## config.mk

```make
export PLATFORM = sky130hd
export DESIGN_NAME = instr_fetch_unit_flat
export DESIGN_NICKNAME = d
export VERILOG_FILES = /design/src/rtl/risc_pkg.sv /design/src/rtl/instr_fetch_unit_if.sv /design/src/rtl/fetch_queue.sv /design/src/rtl/instr_fetch_unit.sv /design/src/flat_wrapper.sv
export SDC_FILE = /design/constraint.sdc
export NUM_CORES = 1
export LEC_CHECK = 0
export CAP_MARGIN = 40
export CELL_PAD_IN_SITES_DETAIL_PLACEMENT = 1
export CELL_PAD_IN_SITES_GLOBAL_PLACEMENT = 1
export CORE_MARGIN = 2
export CORE_UTILIZATION = 34
export CTS_BUF_LIST = sky130_fd_sc_hd__clkbuf_16
export DETAILED_ROUTE_END_ITERATION = 8
export GPL_TIMING_DRIVEN = 0
export HOLD_SLACK_MARGIN = 0.03
export PLACE_DENSITY_LB_ADDON = 0.1
export SYNTH_ARGS = -nofsm -noshare
export SYNTH_HDL_FRONTEND = slang
export SYNTH_SLANG_ARGS = --single-unit
```

## constraint.sdc

```tcl
create_clock -name clka -period 3.3 [get_ports clka]
set_input_delay 0.33 -clock clka [delete_from_list [all_inputs] [get_ports clka]]
set_output_delay 0.33 -clock clka [all_outputs]
set_load 0.05 [all_outputs]
```

## src/rtl/risc_pkg.sv

```systemverilog
// Shared definitions for the RISC core: instruction width, fetch FSM
// state encoding and opcode field constants used by decode.
package risc_pkg;

   localparam int INSTR_W = 32;

   // Opcode field position inside an instruction word
   localparam int OPC_HI = 31;
   localparam int OPC_LO = 26;

   typedef enum logic [1:0] {
      S_IDLE  = 2'd0,
      S_RUN   = 2'd1,
      S_FLUSH = 2'd2
   } fetch_state_t;

   // Opcode values (bits 31:26) reserved for decode
   localparam logic [5:0] OPC_ALU    = 6'b000000;
   localparam logic [5:0] OPC_ALUI   = 6'b000001;
   localparam logic [5:0] OPC_LOAD   = 6'b000010;
   localparam logic [5:0] OPC_STORE  = 6'b000011;
   localparam logic [5:0] OPC_BRANCH = 6'b000100;
   localparam logic [5:0] OPC_JUMP   = 6'b000101;

   // Extract the opcode field from an instruction word
   function automatic logic [5:0] opcode_of(input logic [INSTR_W-1:0] ins);
      return ins[OPC_HI:OPC_LO];
   endfunction

endpackage

```

## src/rtl/instr_fetch_unit_if.sv

```systemverilog
// Bundle of the fetch unit's memory port, decode handshake and redirect
// request. The master side is the fetch unit; the slave side is the
// surrounding memory/decode/branch logic.
interface instr_fetch_unit_if #(
   parameter int ADDR_W  = 3,
   parameter int INSTR_W = risc_pkg::INSTR_W
);
   logic                fetch_en;
   logic [ADDR_W-1:0]   mem_addr;
   logic                mem_we;
   logic [INSTR_W-1:0]  mem_din;
   logic [INSTR_W-1:0]  mem_dout;
   logic [INSTR_W-1:0]  instr;
   logic [ADDR_W-1:0]   instr_pc;
   logic                instr_valid;
   logic                instr_ready;
   logic                redirect_valid;
   logic [ADDR_W-1:0]   redirect_pc;

   modport master (
      input  fetch_en, mem_dout, instr_ready, redirect_valid, redirect_pc,
      output mem_addr, mem_we, mem_din, instr, instr_pc, instr_valid
   );

   modport slave (
      output fetch_en, mem_dout, instr_ready, redirect_valid, redirect_pc,
      input  mem_addr, mem_we, mem_din, instr, instr_pc, instr_valid
   );

endinterface

```

## src/rtl/fetch_queue.sv

```systemverilog
// Two-entry synchronous FIFO holding {instr, pc} pairs between the
// instruction memory and decode. Entry 0 is always the head, so the head
// outputs come straight from registers. flush wins over push and pop.
module fetch_queue
   import risc_pkg::*;
#(
   parameter int ADDR_W  = 3,
   parameter int INSTR_W = risc_pkg::INSTR_W
) (
   input  logic                clka,
   input  logic                rst,
   input  logic                push,
   input  logic [INSTR_W-1:0]  push_instr,
   input  logic [ADDR_W-1:0]   push_pc,
   input  logic                pop,
   input  logic                flush,
   output logic [1:0]          count,
   output logic [INSTR_W-1:0]  head_instr,
   output logic [ADDR_W-1:0]   head_pc
);

   logic [INSTR_W-1:0] instr0_r, instr1_r;
   logic [ADDR_W-1:0]  pc0_r, pc1_r;
   logic [1:0]         count_r;
   logic               pop_ok_s;
   logic               push_ok_s;
   logic [1:0]         wr_idx_s;

   // Qualify pop/push and find the slot a pushed entry lands in after any pop
   always_comb begin
      pop_ok_s  = pop && (count_r != 2'd0);
      wr_idx_s  = count_r - {1'b0, pop_ok_s};
      push_ok_s = push && (wr_idx_s != 2'd2);
   end

   // Storage and occupancy update: shift on pop, write at the free slot on push
   always_ff @(posedge clka) begin
      if (rst || flush) begin
         count_r  <= 2'd0;
         instr0_r <= {INSTR_W{1'b0}};
         instr1_r <= {INSTR_W{1'b0}};
         pc0_r    <= {ADDR_W{1'b0}};
         pc1_r    <= {ADDR_W{1'b0}};
      end else begin
         if (pop_ok_s) begin
            instr0_r <= instr1_r;
            pc0_r    <= pc1_r;
         end
         if (push_ok_s) begin
            case (wr_idx_s)
               2'd0: begin
                  instr0_r <= push_instr;
                  pc0_r    <= push_pc;
               end
               2'd1: begin
                  instr1_r <= push_instr;
                  pc1_r    <= push_pc;
               end
               default: begin
                  instr1_r <= instr1_r;
               end
            endcase
         end
         count_r <= count_r + {1'b0, push_ok_s} - {1'b0, pop_ok_s};
      end
   end

   assign count      = count_r;
   assign head_instr = instr0_r;
   assign head_pc    = pc0_r;

endmodule

```

## src/rtl/instr_fetch_unit.sv

```systemverilog
// Instruction-fetch initiator. Owns the PC, drives the instruction memory
// address (one cycle read latency), lands returned words in a 2-entry
// queue and hands them to decode over valid/ready. A redirect reloads the
// PC and throws away everything fetched or still in flight.
module instr_fetch_unit
   import risc_pkg::*;
#(
   parameter int                ADDR_W   = 3,
   parameter int                INSTR_W  = risc_pkg::INSTR_W,
   parameter logic [ADDR_W-1:0] RESET_PC = {ADDR_W{1'b0}}
) (
   input  logic                 clka,
   input  logic                 rst,
   instr_fetch_unit_if.master   bus
);

   fetch_state_t        state_r;
   logic [ADDR_W-1:0]   pc_r;
   logic [ADDR_W-1:0]   inflight_pc_r;
   logic                inflight_r;

   logic [1:0]          count_s;
   logic [INSTR_W-1:0]  head_instr_s;
   logic [ADDR_W-1:0]   head_pc_s;
   logic                valid_s;
   logic                pop_s;
   logic                push_s;
   logic                issue_s;
   logic [2:0]          occ_s;

   // Handshake, push and issue decisions for the current cycle
   always_comb begin
      valid_s = (count_s != 2'd0) && !bus.redirect_valid;
      pop_s   = valid_s && bus.instr_ready;
      // Occupancy the queue would have if this cycle issued nothing more
      occ_s   = {1'b0, count_s} + {2'b00, inflight_r} - {2'b00, pop_s};
      issue_s = (state_r == S_RUN) && !bus.redirect_valid && (occ_s < 3'd2);
      // The returning word is dropped in a redirect cycle and while flushing
      push_s  = inflight_r && (state_r != S_FLUSH) && !bus.redirect_valid;
   end

   // FSM, program counter and in-flight tracking
   always_ff @(posedge clka) begin
      if (rst) begin
         state_r       <= S_IDLE;
         pc_r          <= RESET_PC;
         inflight_r    <= 1'b0;
         inflight_pc_r <= {ADDR_W{1'b0}};
      end else begin
         inflight_r <= issue_s;
         if (issue_s) begin
            inflight_pc_r <= pc_r;
         end
         if (bus.redirect_valid) begin
            pc_r <= bus.redirect_pc;
            if (inflight_r || (state_r == S_FLUSH)) begin
               state_r <= S_FLUSH;
            end else if (state_r == S_IDLE) begin
               state_r <= S_IDLE;
            end else begin
               state_r <= bus.fetch_en ? S_RUN : S_IDLE;
            end
         end else begin
            if (issue_s) begin
               pc_r <= pc_r + {{(ADDR_W-1){1'b0}}, 1'b1};
            end
            case (state_r)
               S_IDLE: begin
                  state_r <= bus.fetch_en ? S_RUN : S_IDLE;
               end
               S_RUN: begin
                  state_r <= bus.fetch_en ? S_RUN : S_IDLE;
               end
               S_FLUSH: begin
                  state_r <= bus.fetch_en ? S_RUN : S_IDLE;
               end
               default: begin
                  state_r <= S_IDLE;
               end
            endcase
         end
      end
   end

   fetch_queue #(
      .ADDR_W  (ADDR_W),
      .INSTR_W (INSTR_W)
   ) u_queue (
      .clka       (clka),
      .rst        (rst),
      .push       (push_s),
      .push_instr (bus.mem_dout),
      .push_pc    (inflight_pc_r),
      .pop        (pop_s),
      .flush      (bus.redirect_valid),
      .count      (count_s),
      .head_instr (head_instr_s),
      .head_pc    (head_pc_s)
   );

   assign bus.mem_addr    = pc_r;
   assign bus.mem_we      = 1'b0;
   assign bus.mem_din     = {INSTR_W{1'b0}};
   assign bus.instr       = head_instr_s;
   assign bus.instr_pc    = head_pc_s;
   assign bus.instr_valid = valid_s;

endmodule

```

## src/flat_wrapper.sv

```systemverilog
// flat-port wrapper written by rule: the top's interface ports become plain ports
module instr_fetch_unit_flat import risc_pkg::*;
#(
   parameter int                ADDR_W   = 3,
   parameter int                INSTR_W  = risc_pkg::INSTR_W,
   parameter logic [ADDR_W-1:0] RESET_PC = {ADDR_W{1'b0}}
)
  (clka, rst, bus_fetch_en, bus_mem_dout, bus_instr_ready, bus_redirect_valid, bus_redirect_pc, bus_mem_addr, bus_mem_we, bus_mem_din, bus_instr, bus_instr_pc, bus_instr_valid);
  instr_fetch_unit_if #(.ADDR_W(ADDR_W), .INSTR_W(INSTR_W)) bus_i ();
  input  logic clka;
  input  logic rst;
  input wire logic [$bits(bus_i.fetch_en)-1:0] bus_fetch_en;
  input wire logic [$bits(bus_i.mem_dout)-1:0] bus_mem_dout;
  input wire logic [$bits(bus_i.instr_ready)-1:0] bus_instr_ready;
  input wire logic [$bits(bus_i.redirect_valid)-1:0] bus_redirect_valid;
  input wire logic [$bits(bus_i.redirect_pc)-1:0] bus_redirect_pc;
  output wire logic [$bits(bus_i.mem_addr)-1:0] bus_mem_addr;
  output wire logic [$bits(bus_i.mem_we)-1:0] bus_mem_we;
  output wire logic [$bits(bus_i.mem_din)-1:0] bus_mem_din;
  output wire logic [$bits(bus_i.instr)-1:0] bus_instr;
  output wire logic [$bits(bus_i.instr_pc)-1:0] bus_instr_pc;
  output wire logic [$bits(bus_i.instr_valid)-1:0] bus_instr_valid;
  assign bus_i.fetch_en = bus_fetch_en;
  assign bus_i.mem_dout = bus_mem_dout;
  assign bus_i.instr_ready = bus_instr_ready;
  assign bus_i.redirect_valid = bus_redirect_valid;
  assign bus_i.redirect_pc = bus_redirect_pc;
  assign bus_mem_addr = bus_i.mem_addr;
  assign bus_mem_we = bus_i.mem_we;
  assign bus_mem_din = bus_i.mem_din;
  assign bus_instr = bus_i.instr;
  assign bus_instr_pc = bus_i.instr_pc;
  assign bus_instr_valid = bus_i.instr_valid;
  instr_fetch_unit #(.ADDR_W(ADDR_W), .INSTR_W(INSTR_W), .RESET_PC(RESET_PC)) u_core (.clka(clka), .rst(rst), .bus(bus_i));
endmodule
```

### Yosys cells after proc, flatten, opt, wreduce, memory -nomap -nowiden

Index checks and enable logic that the tools add are counted.

* input bits: 40
* register bits after elaboration: 81
* output and inout port bits: 72

* equality and inequality tests: 5
* add/sub/neg operators: 6
* reduce and logical (&&, ||, !) cells: 17
* muxes and demuxes: 13
* $lt $le $gt $ge: 1

Operators by type and width (count)
* 2-to-1 mux 32 bit: 3
* 2-to-1 mux 3 bit: 5
* logical AND 1 bit: 8
* 2-to-1 mux 2 bit: 4
* == test 2 x 1 -> 1 bit (second input constant): 2
* zero test 2 bit: 2
* != test 2 bit (second input constant): 2
* nonzero test 2 bit: 2
* subtractor 2 x 1 -> 2 bit: 2
* adder 2 x 1 -> 3 bit: 1
* adder 3 x 1 -> 3 bit (second input constant): 1
* less-than comparator 3 x 2 -> 1 bit (second input constant): 1
* OR reduction 3 bit: 1
* subtractor 3 x 1 -> 3 bit: 1
* adder 2 x 1 -> 2 bit: 1
* == test 2 bit (second input constant): 1
* logical OR 1 bit: 2
* AND reduction 2 bit: 1
* zero test 1 bit: 1
* 2-to-1 mux 1 bit: 1

### Longest topological paths before layout

* depth after elaboration: 9
* gate-level depth with buffers: 12
* mapped depth without buffers: 10

### By module

Synthesis repeated with hierarchy kept, for this count alone.

* cell total of the unflattened synthesis: 462
* area total of the unflattened synthesis: 3990.1 um^2

Modules (own cells, without submodules)
* fetch_queue: area each 3240.6 um^2, sequential area each 1441.4 um^2, cells an instance 372, instances 1
* instr_fetch_unit: area each 749.5 um^2, sequential area each 180.2 um^2, cells an instance 90, instances 1

### Worst setup path after synthesis

Ideal clock, no wire load.

* kind: register -> register
* start: reg u_core.u_queue.count_r[1], in the netlist u_core.u_queue.count[1]
* end: reg u_core.pc_r[1], in the netlist u_core.bus.mem_addr[1]
* setup slack: 0.287 ns
* setup time: 0.114 ns
* arrival time: 2.899 ns
* cell stages (with the launch flop): 12
* buffers on the path: 2
* required time: 3.186 ns
* cell sequence: dfxtp_1 > buf_2 > o21ba_2 > nand2_1 > inv_1 > clkbuf_1 > ha_1 > nand2b_1 > fa_1 > and4bb_2 > nand2_1 > a2111oi_0

* cells in the longest elaborated chain, start to end: 7
* elaborated cells between the ends (all ways): 8
* classes of those cells: add/sub (2); order compare (1); reduce/logical (5)

Ends and longest elaborated chain
* start: declaration: RTL line fetch_queue.sv:24 `logic [1:0] count_r;`
* start signal: assignment: RTL line fetch_queue.sv:64 `count_r <= count_r + {1'b0, push_ok_s} - {1'b0, pop_ok_s};`
* nonzero test 2 bit: RTL line instr_fetch_unit.sv:33 `valid_s = (count_s != 2'd0) && !bus.redirect_valid;`
* logical AND 1 bit: RTL line instr_fetch_unit.sv:33
* named net bus_instr_valid: RTL line flat_wrapper.sv:22 `output wire logic [$bits(bus_i.instr_valid)-1:0] bus_instr_valid;`
* logical AND 1 bit: RTL line instr_fetch_unit.sv:34 `pop_s = valid_s && bus.instr_ready;`
* subtractor 3 x 1 -> 3 bit: RTL line instr_fetch_unit.sv:36 `occ_s = {1'b0, count_s} + {2'b00, inflight_r} - {2'b00, pop_s};`
* less-than comparator 3 x 2 -> 1 bit: RTL line instr_fetch_unit.sv:37 `issue_s = (state_r == S_RUN) && !bus.redirect_valid && (occ_s < 3'd2);`
* logical AND 1 bit: RTL line instr_fetch_unit.sv:37
* nonzero test 2 bit (no line)
* end signal: assignment: RTL line instr_fetch_unit.sv:55 `pc_r <= bus.redirect_pc;`
* end signal: assignment: RTL line instr_fetch_unit.sv:65 `pc_r <= pc_r + {{(ADDR_W-1){1'b0}}, 1'b1};`
* end: declaration: RTL line instr_fetch_unit.sv:18 `logic [ADDR_W-1:0] pc_r;`

The timed path passes the listed nets, and every way through them passes these cells.
A chain may end at the register's enable or synchronous reset.

### Worst setup path in the final report

* start: reg u_core.u_queue.count_r[1], in the netlist u_core.u_queue.count[1]
* end: reg u_core.pc_r[1], in the netlist u_core.bus.mem_addr[1]

* cells in the longest elaborated chain, start to end: 7
* elaborated cells between the ends (all ways): 8
* classes of those cells: add/sub (2); order compare (1); reduce/logical (5)

Ends and longest elaborated chain (RTL line)
* branches (longest 3 deep; another with adder 2 x 1 -> 3 bit)
* subtractor 3 x 1 -> 3 bit *: instr_fetch_unit.sv:36
* less-than comparator 3 x 2 -> 1 bit *: instr_fetch_unit.sv:37
* logical AND 1 bit *: instr_fetch_unit.sv:37
* nonzero test 2 bit (no line) *

Every way passes the cells marked *.

==> impl_results.md <==
* Status: finished, final reports clean
* Critical Path RT at 3.51 ns
* Worst slew pin tran at 0.740 ns
* Worst Skew at 0.00765 ns
* Worst setup SP type: flip-flop
* CP max stage delay at 0.47 ns
* CP arrival at 3.29 ns
* Floorplan core area at 0.0107 mm^2
* TritonCTS clock tree: built
* Seq/Total Area, Yosys at 0.436
* Crit path max fanout at 11
* Leak at 1.81 nW
* Yosys reg bits at 81
* CP Class: reg -> reg
* Pin count of the biggest net entering global routing at 15
* Initial antenna violation count at 0
* Largest delay share family, worst path: adder cells
* ANT nets after route at 0
* Layout Nets at 621
* PwrDens at 445 mW/mm^2
* DRT iter0 DRCs at 118
* Number of diodes at 0
* Final slew viol count at 0
* Post-CTS Setup Inserts at 0
* Vias in the first global route at 3584
* Most frequent cell after synthesis: dfxtp_1
* Post-synth cell types at 39
* Peak VDD IR at 0.000230 V
* Syn avg cell area at 8.14 um^2
* Worst path cell trace: buf_2, o21ba_2, nand2_1, clkinvlp_4, ha_1, nand2b_1, fa_1, and4bb_2, nand2_1, a2111oi_0
* WHS at 0.469 ns
* Tot Pwr at 2.26 mW
* Share of layout cells above drive strength 1 at 0.144
* Worst-skew pair later-pin latency at 0.33 ns
* Util after Layout at 0.474
* Slew Limit Headroom at 0.505
* Post-synth top area cell: dfxtp_1
* Worst path buffer plus inverter count at 2
* Clock Tree Buf Depth at 2
* WL final at 11.1 mm
* First-pass DRT Iterations at 4
* DRC violations left at 0
* RSZ-0062 raised after global routing: no
* Via count at 3562
* Die Ht at 109 um
* Gr usage total at 0.192
* Row cnt at 38
* CTS H-Tree Depth at 3
* Die width at 109 um
* Num CTS Buffers at 9
* Clock root buffer: clkbuf_16
* Worst setup margin at 0.228 ns
* Mapped Area at 0.00372 mm^2
* Clock sinks at 81
* Worst Setup End Kind: flip-flop
* Most frequent CP cell: nand2_1
* Post-synth EDFFs at 0
* Worst Hold Class: reg -> reg
* I/O Buffers at 78
* Endpoints failing setup at 0
* Starting Density at 0.346
* Total grt overflow at 0
* Post-synth top flop: dfxtp_1
* Top cells by area, synth: dfxtp_1, nand2_1, buf_4
* Clk pin slew, worst setup/hold paths at 0.07 ns
* DP Wirelength at 7.65 mm
* Post-synth top area share at 0.436
* GPL Wtd Cong at 0.752
* Slowest stage cell on the critical path: fa_1
* Io pins at 112
* Synth warnings at 0
* Average wire per standard cell at 15.3 um
* Max Freq at 0.326 GHz
* Fin crit period at 3.07 ns
* Max Cap Violations at 0
* Synth top cells by count: dfxtp_1, nand2_1, o21ai_1
* Fraction of registers with async set/reset at 0
* Final Hold Vio Count at 0
* Global-route wire length before repair at 17.9 mm
* Layout area overhead at 36.9%
* Cells after Synth at 457
* Place WS at -0.302 ns
* DIE AREA at 0.0118 mm^2
* Vias per cell at 4.93
* Period Utilization, post-route at 0.931
## per-stage QoR
step                      instances  cell area, um^2  TNS, ns
after floorplan                 489             3840        0
after global placement          707             4800   -0.859
after detailed placement        707             4800    -1.22
after CTS                       723             5090        0
after global routing            722             5090        0
final                           722             5090        0
## sequential cells by signal, summed over array words and instances (netlist names)
| name | count |
|---|---|
| u_core.bus.mem_addr | 3 |
| u_core.u_queue.count | 2 |
| u_core.inflight_r | 1 |
| u_core.inflight_pc_r | 3 |
| u_core.u_queue.head_instr | 32 |
| u_core.u_queue.instr1_r | 32 |
| u_core.u_queue.head_pc | 3 |
| u_core.state_r | 2 |
| u_core.u_queue.pc1_r | 3 |
## worst min-delay path: stages, from the launching register on
cell and delay (ns):
dfxtp_1 0.31, nand2_1 0.05, a31oi_1 0.07
## placed cells by master (no fill, tap or decap), drive strengths merged
master / count
a2111oi: 1
a211o: 1
a211oi: 1
a21oi: 38
a31oi: 36
and2: 1
and2b: 2
and4bb: 1
buf: 58
bufinv: 1
clkbuf: 22
clkdlybuf4s50: 78
clkinv: 1
clkinvlp: 3
conb: 33
dfxtp: 81
fa: 1
ha: 3
inv: 6
mux2: 1
mux2i: 4
nand2: 73
nand2b: 2
nand3: 36
nand4: 1
nor2: 10
nor2b: 3
nor3b: 2
o21a: 2
o21ai: 72
o21ba: 1
o41ai: 1
or2: 1
or4: 1
xnor2: 4
## area by class of cell
class	instances	area (um^2)
repair buffers	78	781
multi-input cells	332	1730
plain buffers	71	474
clock buffers	9	225
well taps	140	175
clock inverters	7	70.1
inverters	4	18.8
flip-flops and latches	81	1620
fillers	1328	5650
## logic make-up after synthesis
group | after synthesis | share of synthesized area
AOI/OAI and AO/OA | 153 | 0.226
xor gates and xnor gates | 4 | 0.00942
adders and majority gates | 4 | 0.0155
buffers and inverters | 76 | 0.133
DFF | 81 | 0.436
muxes | 5 | 0.0172
other | 1 | 0.00101
and+or+nand+nor | 133 | 0.163
## path summary, 6_finish.rpt
path / from / endpoint / slack, ns / cells after the start
hold / removal: u_core.u_queue.instr1_r[10]$_SDFFE_PP0P_ / u_core.u_queue.head_instr[10]$_SDFF_PP0_ / 0.47 / 2
hold reg to reg: u_core.u_queue.instr1_r[10]$_SDFFE_PP0P_ / u_core.u_queue.head_instr[10]$_SDFF_PP0_ / 0.47 / 2
setup / recovery: u_core.u_queue.count[1]$_SDFF_PP0_ / u_core.bus.mem_addr[1]$_SDFFE_PP0P_ / 0.23 / 10
setup reg to reg: u_core.u_queue.count[1]$_SDFF_PP0_ / u_core.bus.mem_addr[1]$_SDFFE_PP0P_ / 0.23 / 10
## routing by layer
metal,track usage,vias up,part of all wire
met5,0,-,0
met4,0.0495,0,0.010
met3,0.0350,10,0.032
met2,0.333,62,0.49
met1,0.246,1722,0.46
li1,-,1768,-
## what timing repair did
action / CTS / global route
resized for setup: 0 / 1
hold buffers: 0 / 0
endpoints found under the setup margin: 0 / 6
## where the power goes
group / switching (mW) / internal [mW] / total (mW)
sequential: 0.00589 / 0.984 / 0.990
clock: 0.423 / 0.587 / 1.01
combinational: 0.164 / 0.0992 / 0.263
total: 0.594 / 1.67 / 2.26
Note: power is estimated with default switching activity, not from simulation.
==> RTL edit: new RTL, same flow settings <==
The 3 states of `fetch_state_t` get a one-hot encoding in 3 bits.
--- a/src/rtl/risc_pkg.sv
+++ b/src/rtl/risc_pkg.sv
@@ -10,6 +10,6 @@
 
-   typedef enum logic [1:0] {
-      S_IDLE  = 2'd0,
-      S_RUN   = 2'd1,
-      S_FLUSH = 2'd2
+   typedef enum logic [2:0] {
+      S_IDLE  = 3'b001,
+      S_RUN   = 3'b010,
+      S_FLUSH = 3'b100
    } fetch_state_t;
Behaviour: same outputs for any inputs over 10 cycles, from zero or initial values and one cycle with rst high; not proved beyond that.
==> RTL edit against the original RTL <==
  * Design area up 3.3%
  * Area after synthesis rose by 3.9%
  * Count of clock-buffer cells in the layout did not move
  * Cell count fell by 4.7%
  * Setup slack improved by 0.0052 ns
  * Sequential cell count grew 1
  * Routed wire length fell by 8.3%
  * Total power is 1.2% lower
  * Critical endpoint is now u_core.u_queue.instr1_r[26]
  * Largest cell class unchanged
==> RTL edit: results (changes against the original RTL) <==
[metrics] Yosys warning total: 0 (unchanged)
[metrics] synth top area cells: sky130_fd_sc_hd__dfxtp_1, sky130_fd_sc_hd__a211oi_2, sky130_fd_sc_hd__mux2i_1, sky130_fd_sc_hd__buf_4, sky130_fd_sc_hd__nand2_1
[metrics] root buffer selected by CTS: sky130_fd_sc_hd__clkbuf_16
[metrics] number of buffers inserted during clock tree synthesis: 9 (unchanged)
[metrics] H-tree depth: 3 (unchanged)
[metrics] pin count of the biggest net entering global routing: 15 (unchanged)
[metrics] Max Buffers Root-to-Sink: 2 (unchanged)
[metrics] Net Switching: 572 uW (-3.7%)
[metrics] total clock network power: 1.00 mW
[metrics] detailed-placement wirelength estimate: 7420 um (-3.0%)
[metrics] ranking of synthesized cells by instance count: sky130_fd_sc_hd__dfxtp_1, sky130_fd_sc_hd__nand2_1, sky130_fd_sc_hd__nor2_1
[metrics] Initial DRC Count: 85 (-28%)
[metrics] average cell area after synthesis: 9.20 sq um (+13%)
[metrics] overall power after layout: 2.24 mW (-1.2%)
[metrics] critical path fanouts, max: 10 (-1)
[metrics] critical path's slowest cell: sky130_fd_sc_hd__nor4_2
[metrics] fin nets: 589 (-5.2%)
[metrics] FFs w/ async S/R, synth: 0 (unchanged)
[metrics] Setup crit start kind: input port
[metrics] buffers added on ports: 77 (-1.3%)
[metrics] antenna cells: 0 (unchanged)
[metrics] longest individual stage delay on the worst path: 0.77 ns (+0.30 ns)
[metrics] leakage dissipation: 2.20 nW (+21%)
[metrics] status: finished clean
[metrics] WL final: 10100 um (-8.3%)
[metrics] post-route DRC violation count: 0 (unchanged)
[metrics] sequential-to-total area share from yosys stat: 0.425 (-0.0112)
[metrics] clock latency on the worst-skew pair: 0.34 ns
[metrics] total of fill cells in the finished design: 1313 (-1.1%)
[metrics] endpoint arrival time on the critical path: 3.33 ns (+0.04 ns)
[metrics] multi-input combinational cell area: 1940 sq um (+12%)
[metrics] first-pass GRT wire length: 16600 um (-7.4%)
[metrics] IR Drop Worst-Case VDD: 0.000243 V (+5.6%)
[metrics] synth unique cells: 33 (-15%)
[metrics] initial antenna violation count: 0 (unchanged)
[metrics] worst-case setup slack after placement: -0.430 ns (-0.128 ns)
[metrics] via density per instance: 4.69 (-4.9%)
[metrics] GPL Wtd Cong: 0.695 (-7.6%)
[metrics] proportion of layout cells with a drive suffix above 1: 0.204 (+0.0600)
[metrics] Global Route Usage Sum: 0.167 (-0.0250)
[metrics] post-CTS clock slew at the launch and capture registers of the worst setup and hold paths: 0.06 ns
[metrics] reported sequential group power: 1.00 mW
[metrics] Post-Place Cells: 669 (-5.4%)
[metrics] vias after detailed routing: 3228 (-9.4%)
[metrics] Worst Max-Slew Pin Slew: 0.832 ns (+0.0925 ns)
[metrics] via count of the first global-routing pass: 3340 (-6.8%)
[metrics] first-pass detailed-route iteration total: 4 (unchanged)
[metrics] DP Area: 4930 sq um (+2.8%)
[metrics] Hold Path Class: in -> reg
[metrics] Final Skew: 0.00698 ns (-0.000661 ns)
## RTL edit: changes by cell type after synthesis, sizes merged, moves of 5 or more
cell    delta
nand3     -35
clkbuf     -5
a31oi     -33
buf        -6
nor2      +35
o21ai     -72
mux2i     +35
a211oi    +36
## RTL edit: area by class of cell
cell class	instances	share of cell area
sequential	82	0.312
inverter	8	0.00571
clock buffer	9	0.0428
timing repair buffer	80	0.151
buffer	61	0.0735
tap	140	0.0333
multi-input combinational	301	0.369
clock inverter	7	0.0133
## RTL edit: path summary, 6_finish.rpt
| kind | depth (start not counted) | to | slack [ns] | from |
|---|---|---|---|---|
| worst min-delay path | 2 | u_core.inflight_r | 0.27 | rst |
| worst max-delay path | 10 | u_core.u_queue.instr1_r[26] | 0.23 | bus_redirect_valid |
| worst max register to register | 9 | u_core.u_queue.instr1_r[26] | 0.30 | u_core.u_queue.count[1] |
| worst min register to register | 2 | u_core.u_queue.instr1_r[20] | 0.45 | u_core.u_queue.instr1_r[20] |
## RTL edit: cells by family (layout without fill, tap and decap cells)
logic type      Yosys count  in the layout  synth area share
fa+ha+maj                 6              6            0.0214
buf+inv                  69            165             0.107
mux                      39             39             0.101
other cells               1             33          0.000970
flops                    82             82             0.425
simple gates            132            132             0.145
xor+xnor                  7              7            0.0159
compound gates           84             84             0.184
## RTL edit: repair_timing
action                     CTS  global route
buffers inserted             0             3
gates resized for setup      2             1
pin swaps                    0             1
setup endpoints to repair    4            32
## RTL edit: critical path: cells and delay by family
kind	cells	cell delay (ns)
compound gates	2	0.35
fa+ha+maj	1	0.33
buf+inv	4	1.26
simple gates	3	1.04
## RTL edit: layer usage
layer	wire (um)	global-route usage
met2	5220	0.300
met1	4420	0.199
met3	423	0.0461
met5	0	0
met4	81	0.0375
